## src/rtl/harvos_pkg.sv

```systemverilog
// Shared privilege, mtvec-mode and trap/return sequencer types for the
// machine-mode trap path.
package harvos_pkg;

   typedef enum logic [1:0] {
      PRIV_U = 2'b00,
      PRIV_M = 2'b11
   } priv_e;

   localparam logic [1:0] MTVEC_MODE_DIRECT   = 2'b00;
   localparam logic [1:0] MTVEC_MODE_VECTORED = 2'b01;

   typedef enum logic {
      TR_IDLE,
      TR_REDIRECT
   } tr_state_e;

endpackage

```

## src/rtl/trap_vector_calc.sv

```systemverilog
// Trap target from a tvec CSR and cause; vectored mode applies to interrupts only,
// reserved MODE values fall back to direct.
module trap_vector_calc
   import harvos_pkg::*;
#(
   parameter bit VECTORED_EN = 1'b1
) (
   input  logic [31:0] tvec,
   input  logic [31:0] cause,
   output logic [31:0] target
);

   logic [31:0] base;
   logic [31:0] ofs;
   logic        use_vec;

   assign base    = tvec & 32'hFFFF_FFFC;
   // cause[30:0]<<2 overflows into bit 32; the wrap is intentional
   assign ofs     = 32'({cause[30:0], 2'b00});
   assign use_vec = VECTORED_EN && (tvec[1:0] == MTVEC_MODE_VECTORED) && cause[31];
   assign target  = use_vec ? (base + ofs) : base;

endmodule

```

## src/rtl/trap_return_ctrl.sv

```systemverilog
// Machine-mode trap entry / MRET sequencer: owns privilege, mstatus.{MIE,MPIE,MPP},
// mepc and mcause, and hands a PC redirect plus flush to fetch over valid/ready.
module trap_return_ctrl
   import harvos_pkg::*;
#(
   parameter bit HAS_U_MODE  = 1'b1,
   parameter bit VECTORED_EN = 1'b1
) (
   input  logic        clk,
   input  logic        rst,
   input  logic        mret_pulse,
   input  logic        trap_req,
   input  logic [31:0] trap_cause,
   input  logic [31:0] trap_pc,
   input  logic [31:0] mtvec,
   input  logic        csr_mepc_we,
   input  logic [31:0] csr_wdata,
   output logic        trap_ack,
   output logic        busy,
   output logic        redir_valid,
   output logic [31:0] redir_pc,
   input  logic        redir_ready,
   output logic        flush,
   output priv_e       cur_priv,
   output logic        mstatus_mie,
   output logic        mstatus_mpie,
   output logic [1:0]  mstatus_mpp,
   output logic [31:0] mepc,
   output logic [31:0] mcause
);

   tr_state_e   state_q, state_d;
   logic        mret_acc;
   logic [31:0] trap_target;

   trap_vector_calc #(.VECTORED_EN(VECTORED_EN)) u_vec (
      .tvec   (mtvec),
      .cause  (trap_cause),
      .target (trap_target)
   );

   // Trap has priority over a coincident MRET; both are ignored while redirecting.
   always_comb begin
      state_d  = state_q;
      trap_ack = 1'b0;
      mret_acc = 1'b0;
      case (state_q)
         TR_IDLE: begin
            trap_ack = trap_req;
            mret_acc = !trap_req && mret_pulse && (cur_priv == PRIV_M);
            if (trap_req || mret_acc)
               state_d = TR_REDIRECT;
         end
         TR_REDIRECT: begin
            if (redir_ready)
               state_d = TR_IDLE;
         end
         default: state_d = TR_IDLE;
      endcase
   end

   always_ff @(posedge clk) begin
      if (rst)
         state_q <= TR_IDLE;
      else
         state_q <= state_d;
   end

   assign busy        = (state_q == TR_REDIRECT);
   assign redir_valid = busy;

   always_ff @(posedge clk) begin
      if (rst) begin
         cur_priv     <= PRIV_M;
         mstatus_mie  <= 1'b0;
         mstatus_mpie <= 1'b0;
         mstatus_mpp  <= PRIV_M;
         mepc         <= '0;
         mcause       <= '0;
         redir_pc     <= '0;
         flush        <= 1'b0;
      end else begin
         flush <= 1'b0;
         if (trap_ack) begin
            mepc         <= trap_pc & 32'hFFFF_FFFC;
            mcause       <= trap_cause;
            mstatus_mpie <= mstatus_mie;
            mstatus_mie  <= 1'b0;
            mstatus_mpp  <= cur_priv;
            cur_priv     <= PRIV_M;
            redir_pc     <= trap_target;
            flush        <= 1'b1;
         end else if (mret_acc) begin
            cur_priv     <= priv_e'(mstatus_mpp);
            mstatus_mie  <= mstatus_mpie;
            mstatus_mpie <= 1'b1;
            mstatus_mpp  <= HAS_U_MODE ? PRIV_U : PRIV_M;
            redir_pc     <= mepc;
            flush        <= 1'b1;
         end else if (csr_mepc_we) begin
            mepc <= csr_wdata & 32'hFFFF_FFFC;
         end
      end
   end

endmodule

```

## config.mk

```make
export PLATFORM = sky130hd
export DESIGN_NAME = trap_return_ctrl
export DESIGN_NICKNAME = d
export VERILOG_FILES = /design/src/rtl/harvos_pkg.sv /design/src/rtl/trap_vector_calc.sv /design/src/rtl/trap_return_ctrl.sv
export SDC_FILE = /design/constraint.sdc
export NUM_CORES = 1
export LEC_CHECK = 0
export CAP_MARGIN = 10
export CORE_MARGIN = 5
export CORE_UTILIZATION = 44
export CTS_CLUSTER_SIZE = 16
export DETAILED_ROUTE_END_ITERATION = 10
export MAX_ROUTING_LAYER = met4
export PLACE_DENSITY_LB_ADDON = 0.1
export SKIP_CTS_REPAIR_TIMING = 1
export SLEW_MARGIN = 0
export SYNTH_ARGS = -nofsm -noshare
export SYNTH_HDL_FRONTEND = slang
export SYNTH_SLANG_ARGS = --single-unit
```

## constraint.sdc

```tcl
create_clock -name clk -period 3.1 [get_ports clk]
set_input_delay 0.62 -clock clk [delete_from_list [all_inputs] [get_ports clk]]
set_output_delay 0.62 -clock clk [all_outputs]
set_load 0.02 [all_outputs]
```

# Word level (Yosys, flattened, before mapping)
# Cells that the tools add are included.
# W data, S select, Z words.
# classes
muxes	17
eq_ne	3
bitwise	1
reduce_logical	9
n_addsub	1
# ops
op	n
$mux W32	6
$add A32 B32 Y32	1
$mux W1	8
$mux W2	2
$reduce_bool A2 Y1	2
$logic_and A1 B1 Y1	3
$eq A2 B1 Y1 const B	1
$eq A2 B2 Y1 const B	1
$ne A2 B2 Y1 const B	1
$pmux W1 S2	1
$reduce_and A2 Y1	1
$reduce_or A2 Y1	1
$logic_not A1 Y1	1
$logic_or A1 B1 Y1	1
$not A1 Y1	1
# word_totals
reg_bits	102
output_inout_bits	106
inputBits	134

# Longest topological paths before layout
# depth
ltp_word	6
depth_mapped	11
ltp_nobuf	11

# Modules after synthesis
# A second synthesis with hierarchy kept.
# hier_totals
cells_unflattened	789
area_unflattened_um2	6187.2
# modules_own_cells
mod	n_inst	cells_each	seq_area_each_um2	area_per_inst_um2
trap_return_ctrl	1	501	2042.0	4296.6
trap_vector_calc	1	288	0.0	1890.6

# Least setup slack after synthesis
# OpenSTA, ideal clock, no wires.
# synth_path
path_type	input to register
from	input trap_cause[0]
to	register redir_pc[24]
n_path_buf	0
arrival_ns	2.721
setup_ns	0.086
slack_ns	0.292
t_required_ns	3.014
path_stages	11
path_cell_list	ha_1 -> fa_1 -> a21oi_2 -> o22ai_2 -> o2111ai_1 -> and4_4 -> o31ai_4 -> a31oi_2 -> xnor2_1 -> nand2_1 -> a221oi_2
# synth_via
elab_chain_cells	3
# synth_lines
element	line_no	rtl
start, declared	trap_return_ctrl.sv:13	input logic [31:0] trap_cause,
$add A32 B32 Y32	trap_vector_calc.sv:21	assign target = use_vec ? (base + ofs) : base;
$mux W32	trap_vector_calc.sv:21	
$mux W32	trap_return_ctrl.sv:84	if (trap_ack) begin
end signal, assigned	trap_return_ctrl.sv:91	redir_pc <= trap_target;
end signal, assigned	trap_return_ctrl.sv:98	redir_pc <= mepc;
end, declared	trap_return_ctrl.sv:21	output logic [31:0] redir_pc,
# No other way between the ends.
# A chain may end at the register's enable or synchronous reset.

# Final worst setup path
# layout_path
from	input trap_cause[3]
to	register redir_pc[23]
# The elaborated chain is that of the path after synthesis.

==> results.sh <==
export IMPL_synth_warnings=0
export IMPL_root_buffer="clkbuf_16"
export IMPL_nFillCells=1102
export IMPL_die_x_um=124
export IMPL_ys_ff_latch=100
export IMPL_hp_class="flop to flop"
export IMPL_drt_iter0_markers=313
export IMPL_groute_usage_overall=0.259
export IMPL_relSlewSlack=0.561
export IMPL_num_rows=41
export IMPL_ys_top_cells_by_area="dfxtp_1 (35%), nand2_1 (10%), a21oi_1 (6.9%), ha_1 (6.3%), mux2i_1 (5.1%)"
export IMPL_tns_ns=0
export IMPL_grt_ovfl_total=0
export IMPL_setup_viol=0
export IMPL_num_antenna_cells=0
export IMPL_crit_type="input pin to flop"
export IMPL_power_leakage_nw=3.62
export IMPL_seq_power_share=0.370
export IMPL_tightest_slew_ns=0.659
export IMPL_numPortBuffers=231
export IMPL_io_pins=240
export IMPL_antenna_found_initial=0
export IMPL_period_minus_slack_ns=2.94
export IMPL_synth_avg_cell_area_um2=7.91
export IMPL_yosys_area_top_type="dfxtp_1"
export IMPL_placed_cell_area_um2=8480
export IMPL_finalWorstSetupSlack_ns=0.155
export IMPL_dieArea_um2=15400
export IMPL_worstHoldStart="mcause[9]$_SDFFE_PP0P_"
export IMPL_cts_tree="built"
export IMPL_die_h_um=124
export IMPL_pwr_share_comb=0.338
export IMPL_syn_area_um2=5730
export IMPL_initial_utilization=0.452
export IMPL_synth_enable_flop_cells=0
export IMPL_drv_slew=0
export IMPL_core_region_area_um2=12700
export IMPL_max_cap_violations=0
export IMPL_cp_start_kind="input pin"
export IMPL_postLayoutCoreUtil=0.696
export IMPL_cts_buffers=9
export IMPL_async_flop_share=0
export IMPL_wl_per_cell_um=17.5
export IMPL_stdcell_area_um2=8820
export IMPL_drt_pass1_iterations=4
export IMPL_reg2reg_from="busy$_SDFF_PP0_"
export IMPL_via_per_inst=5.44
export IMPL_power_density_nw_per_um2=454
export IMPL_place_congestion=0.885
export IMPL_outcome="finished clean"
export IMPL_nets=1132
export IMPL_swShare=0.320
export IMPL_p_sw_mw=1.28
export IMPL_grt_pass1_vias=6242
export IMPL_clk_pin_slew_ns=0.07
export IMPL_ys_flop_type="dfxtp_1"
export IMPL_p_total_mw=4.00
export IMPL_cp_startpoint="trap_cause[3]"
export IMPL_crit_required_ns=3.31
export IMPL_skew_ns=0.00714
export IMPL_grt_pass1_wl_mm=30.7
export IMPL_crit_fanout=5
export IMPL_synthTopCellsByCount="nand2_1 (154), dfxtp_1 (100), a21oi_1 (79)"
export IMPL_synth_top_cell_area_share=0.350
export IMPL_grt_max_degree=122
export IMPL_area_growth_pct=54.0
export IMPL_vdd_drop_max_uv=312
export IMPL_drc_errors=0
export IMPL_hpwl_mm=15.1
export IMPL_arrival_ns=3.15
export IMPL_synth_most_common_cell="nand2_1"
export IMPL_preCtsSetupSlack_ns=-0.431
export IMPL_syn_inst=724
export IMPL_fmax_mhz=340
export IMPL_yosysSeqAreaShare=0.350
export IMPL_drive_gt1_frac=0.103
export IMPL_p_int_mw=2.72
export IMPL_num_vias=6226
export IMPL_p_clk_frac=0.292
export IMPL_routed_wl_mm=20.0
export IMPL_cts_max_level=3
export IMPL_clkSinkCount=100
export IMPL_finalHoldViolCount=0
export IMPL_drtAntennaViolNets=0
export IMPL_clock_latency_ns=0.35
export IMPL_endpoint_kind="flop"
export IMPL_timing_final_crit_share=0.950
export IMPL_ys_types=56
export IMPL_clock_path_buffers=2
export IMPL_rsz0062_at_grt="false"
## per-layer routing
| layer | vias up | track usage | part of all wire |
|---|---|---|---|
| li1 | 3071 | - | - |
| met1 | 2921 | 0.281 | 0.39 |
| met2 | 189 | 0.465 | 0.51 |
| met3 | 45 | 0.0468 | 0.063 |
| met4 | 0 | 0.108 | 0.032 |
| met5 | - | - | 0 |
## stage by stage
step                std cells  hold slack (ns)
floorplan                 727            0.535
global placement         1128            0.442
detailed placement       1128            0.447
CTS                      1144            0.456
global route             1145            0.482
finish                   1145            0.456
## sequential cells by signal, indices dropped and copies added, names as in the netlist
signal and count:
busy 1, cur_priv 2, flush 1, mcause 32
mepc 30, mstatus_mie 1, mstatus_mpie 1, mstatus_mpp 2
redir_pc 30
## final cells by class
cell class	instances	area, um2	share of cell area
multi-input cells	561	3500	0.397
clock inverters	4	56.3	0.00638
well taps	172	215	0.0244
inverters	8	30.0	0.00341
clock buffers	12	246	0.0280
flip-flops and latches	100	2000	0.227
repair buffers	288	2770	0.314
## cell usage in the layout (no fill, tap or decap), types with 3 or more instances in the layout
cell,synthesis,final
clkdlybuf4s50_1,0,229
nand2_1,154,153
dfxtp_1,100,100
a21oi_1,79,78
nor2_1,63,62
buf_4,6,56
a311oi_1,33,33
a211oi_1,31,30
mux2i_1,29,29
ha_1,29,28
xnor2_1,16,16
o21ai_0,12,12
a21o_1,12,12
o21ai_1,11,11
clkbuf_16,0,9
inv_1,8,7
a31oi_1,7,7
xor2_1,7,7
nand3_1,5,5
nand2b_1,6,5
nand4_1,4,4
nor2b_1,4,4
a221oi_1,4,4
nor3_1,4,4
conb_1,1,4
a21oi_2,2,3
o31ai_1,3,3
o21a_1,4,3
mux2_2,3,3
## worst max-delay path, cell delays in order
cell and delay, ns:
clkdlybuf4s50_1 0.45, ha_1 0.39, a21oi_2 0.19, o21ai_1 0.09
o211ai_1 0.27, a21oi_2 0.15, a211oi_4 0.36, xor2_1 0.18
nor2_1 0.06, a211oi_2 0.21, buf_4 0.14, a211oi_1 0.03
## power groups by stage
stage / Sequential (mW) / Combinational (mW) / Clock (mW)
2_1_floorplan: 1.63 / 0.583 / 0
3_3_place_gp: 1.50 / 1.32 / 0
3_5_place_dp: 1.51 / 1.34 / 0
4_1_cts: 1.48 / 1.35 / 1.19
5_1_grt: 1.49 / 1.46 / 1.24
6_report: 1.48 / 1.35 / 1.17
## final timing paths
check	endpoint	slack [ns]	cells past startpoint
setup / recovery	redir_pc[23]$_SDFFE_PP0P_	0.16	12
hold reg to reg	mcause[9]$_SDFFE_PP0P_	0.46	2
hold / removal	mcause[9]$_SDFFE_PP0P_	0.46	2
setup reg to reg	mepc[13]$_SDFFE_PP0P_	1.21	7
## kinds of logic after synthesis
kind of cell	after synthesis	share of synthesized area
AO/OA/AOI/OAI	218	0.260
other	1	0.000655
adder cells (fa/ha/maj)	30	0.0669
AND/OR/NAND/NOR	254	0.183
multiplexers	32	0.0566
buffers and inverters	66	0.0479
XOR/XNOR	23	0.0352
flip-flops	100	0.350
(Power assumes the default switching activity.)
==> variant (config.mk and constraints unchanged) <==
`VECTORED_EN` is set to 1'b1 in 2 places; all go to 1'b0.
--- a/src/rtl/trap_vector_calc.sv
+++ b/src/rtl/trap_vector_calc.sv
@@ -5,3 +5,3 @@
 #(
-   parameter bit VECTORED_EN = 1'b1
+   parameter bit VECTORED_EN = 1'b0
 ) (
--- a/src/rtl/trap_return_ctrl.sv
+++ b/src/rtl/trap_return_ctrl.sv
@@ -6,3 +6,3 @@
    parameter bit HAS_U_MODE  = 1'b1,
-   parameter bit VECTORED_EN = 1'b1
+   parameter bit VECTORED_EN = 1'b0
 ) (
Behaviour: not the same (Yosys sat finds a counterexample within 4 cycles, from zero or initial values and one cycle with rst high).
==> variant against the original RTL <==
  * Design area fell by 24%
  * Highest routed layer unchanged
  * Setup slack gained 410 ps
  * Routed wire length fell by 27%
  * Sequential cell count is the same
  * Power fell by 17%
  * Register-to-register slack got worse by 120 ps
  * Area after synthesis is 26% lower
  * Largest power group unchanged
  * Global-route usage decreased by 0.78 points
==> variant: results (changes against the original RTL) <==
| Metric | Value |
|---|---|
| Via count | `4,474 (-28%)` |
| Post-synth top cells | `dfxtp_1, nand2_1, nor2_1` |
| Layout net count | `828 (-27%)` |
| CTS root buf | `clkbuf_8` |
| Ys async rst share | `0% (unchanged)` |
| Share of cells above drive strength 1 | `4.73% (-5.5 points)` |
| 1st-iter DRT viols | `283 (-9.6%)` |
| Peak VDD IR | `0.000281 V (-10%)` |
| Antenna violations before repair | `0 (unchanged)` |
| Type of the most critical hold path | `reg -> reg` |
| Crit-path slowest cell | `clkdlybuf4s50_1` |
| Total CTS buffers | `9 (unchanged)` |
| GR Util met1 | `28.4% (+0.30 points)` |
| Fin Clk Skew | `14.1 ps (+6.92 ps)` |
| Filler Cells Inserted | `759 (-31%)` |
| Biggest regs | `mcause: 32 flops, mepc: 30 flops, redir_pc: 30 flops` |
| Met2 Resource Use GR | `44.3% (-2.2 points)` |
| Post-DP Area | `0.00651 mm^2 (-23%)` |
| Largest net degree at the start of global routing | `68 (-44%)` |
| Sequential power share | `44.3% (+7.3 points)` |
| Vias in the first global route | `4,609 (-26%)` |
| Power Density | `492 mW/mm^2 (+8.4%)` |
| Post-synthesis sequential area ratio | `47.1% (+12 points)` |
| Synth unique cells | `26 (-54%)` |
| Yosys warnings | `0 (unchanged)` |
| Global-route wire length before repair | `22.8 mm (-26%)` |
| Met3 Track Usage GR | `6.15% (+1.5 points)` |
| DP HPWL | `10.6 mm (-30%)` |
| Total Routing Usage GR | `25.1% (-0.78 points)` |
| Cell-internal power | `2.33 mW (-14%)` |
| Placer Congestion | `0.813 (-8.1%)` |
| Reg clk slew, reported paths | `90 ps (+20 ps)` |
| CP delay by family, top | `buffers and inverters` |
| Multi-input logic area | `0.00192 mm^2 (-45%)` |
| Max-slew headroom | `49.5% (-6.6 points)` |
| Port Buffers | `229 (-0.87%)` |
| Pre-antenna DRT Iters | `4 (unchanged)` |
| Worst slack, placed | `494 ps (+925 ps)` |
| H-tree Lvls | `3 (unchanged)` |
| Worst stage delay on the critical path | `630 ps (+180 ps)` |
| CP Max Fanout | `5 (unchanged)` |
| P_comb | `0.941 mW (-30%)` |
| Outcome | `finished clean` |
| Drt wl/cell | `17.8 um (+1.6%)` |
| P_leak | `2.48 nW (-31%)` |
| CTS Buffer Depth | `2 (unchanged)` |
| Worst skew pair latency | `350 ps (about the same)` |
| Antenna Cells | `0 (unchanged)` |
| Synth area leaders | `dfxtp_1, mux2i_1, a221oi_1` |
## variant: changes by cell type after synthesis, moves of 16 or more
cell / delta
xnor2_1: -16
nand2_1: -84
a221oi_1: +26
o21ai_0: +21
a21oi_1: -44
a31oi_1: +24
ha_1: -29
a311oi_1: -33
## variant: logic make-up (layout without fill, tap and decap cells)
kind of cell	Yosys count	after routing	share of synthesized area, %
other cells	1	4	0.0882
flops	100	100	47.1
compound gates	164	164	24.9
simple gates	139	139	12.9
mux	30	30	7.07
buf+inv	60	260	7.92
## variant: worst paths after layout
path	from	to	slack, ps	depth (start not counted)
hold reg to reg	mcause[22]	mcause[22]	460	2
setup / recovery	trap_req	trap_ack	570	4
hold / removal	mcause[22]	mcause[22]	460	2
setup reg to reg	busy	mepc[16]	1090	6
## variant: worst register-to-register path, delay by kind of cell (launching register included)
family | cells | cell delay (ps)
compound gates | 2 | 500
simple gates | 1 | 230
buf+inv | 3 | 780
flops | 1 | 380
## variant: routing by layer
| metal | routed length, um | part of all wire (%) |
|---|---|---|
| met5 | 0 | 0 |
| met3 | 1440 | 9.8 |
| met4 | 238 | 1.6 |
| met2 | 7380 | 50 |
| met1 | 5610 | 38 |
## variant: metrics by stage
| stage | hold WS (ps) | instances |
|---|---|---|
| after global routing | 480 | 826 |
| final | 456 | 826 |
| after detailed placement | 446 | 812 |
| after CTS | 460 | 826 |
| after global placement | 441 | 812 |
| after floorplan | 535 | 497 |
## variant: layout make-up
class / instances / area share [%]
inverters: 2 / 0.149
clock buffers: 10 / 2.05
flip-flops and latches: 100 / 29.8
well taps: 129 / 2.40
clock inverters: 4 / 1.12
multi-input cells: 337 / 28.6
repair buffers: 244 / 35.9
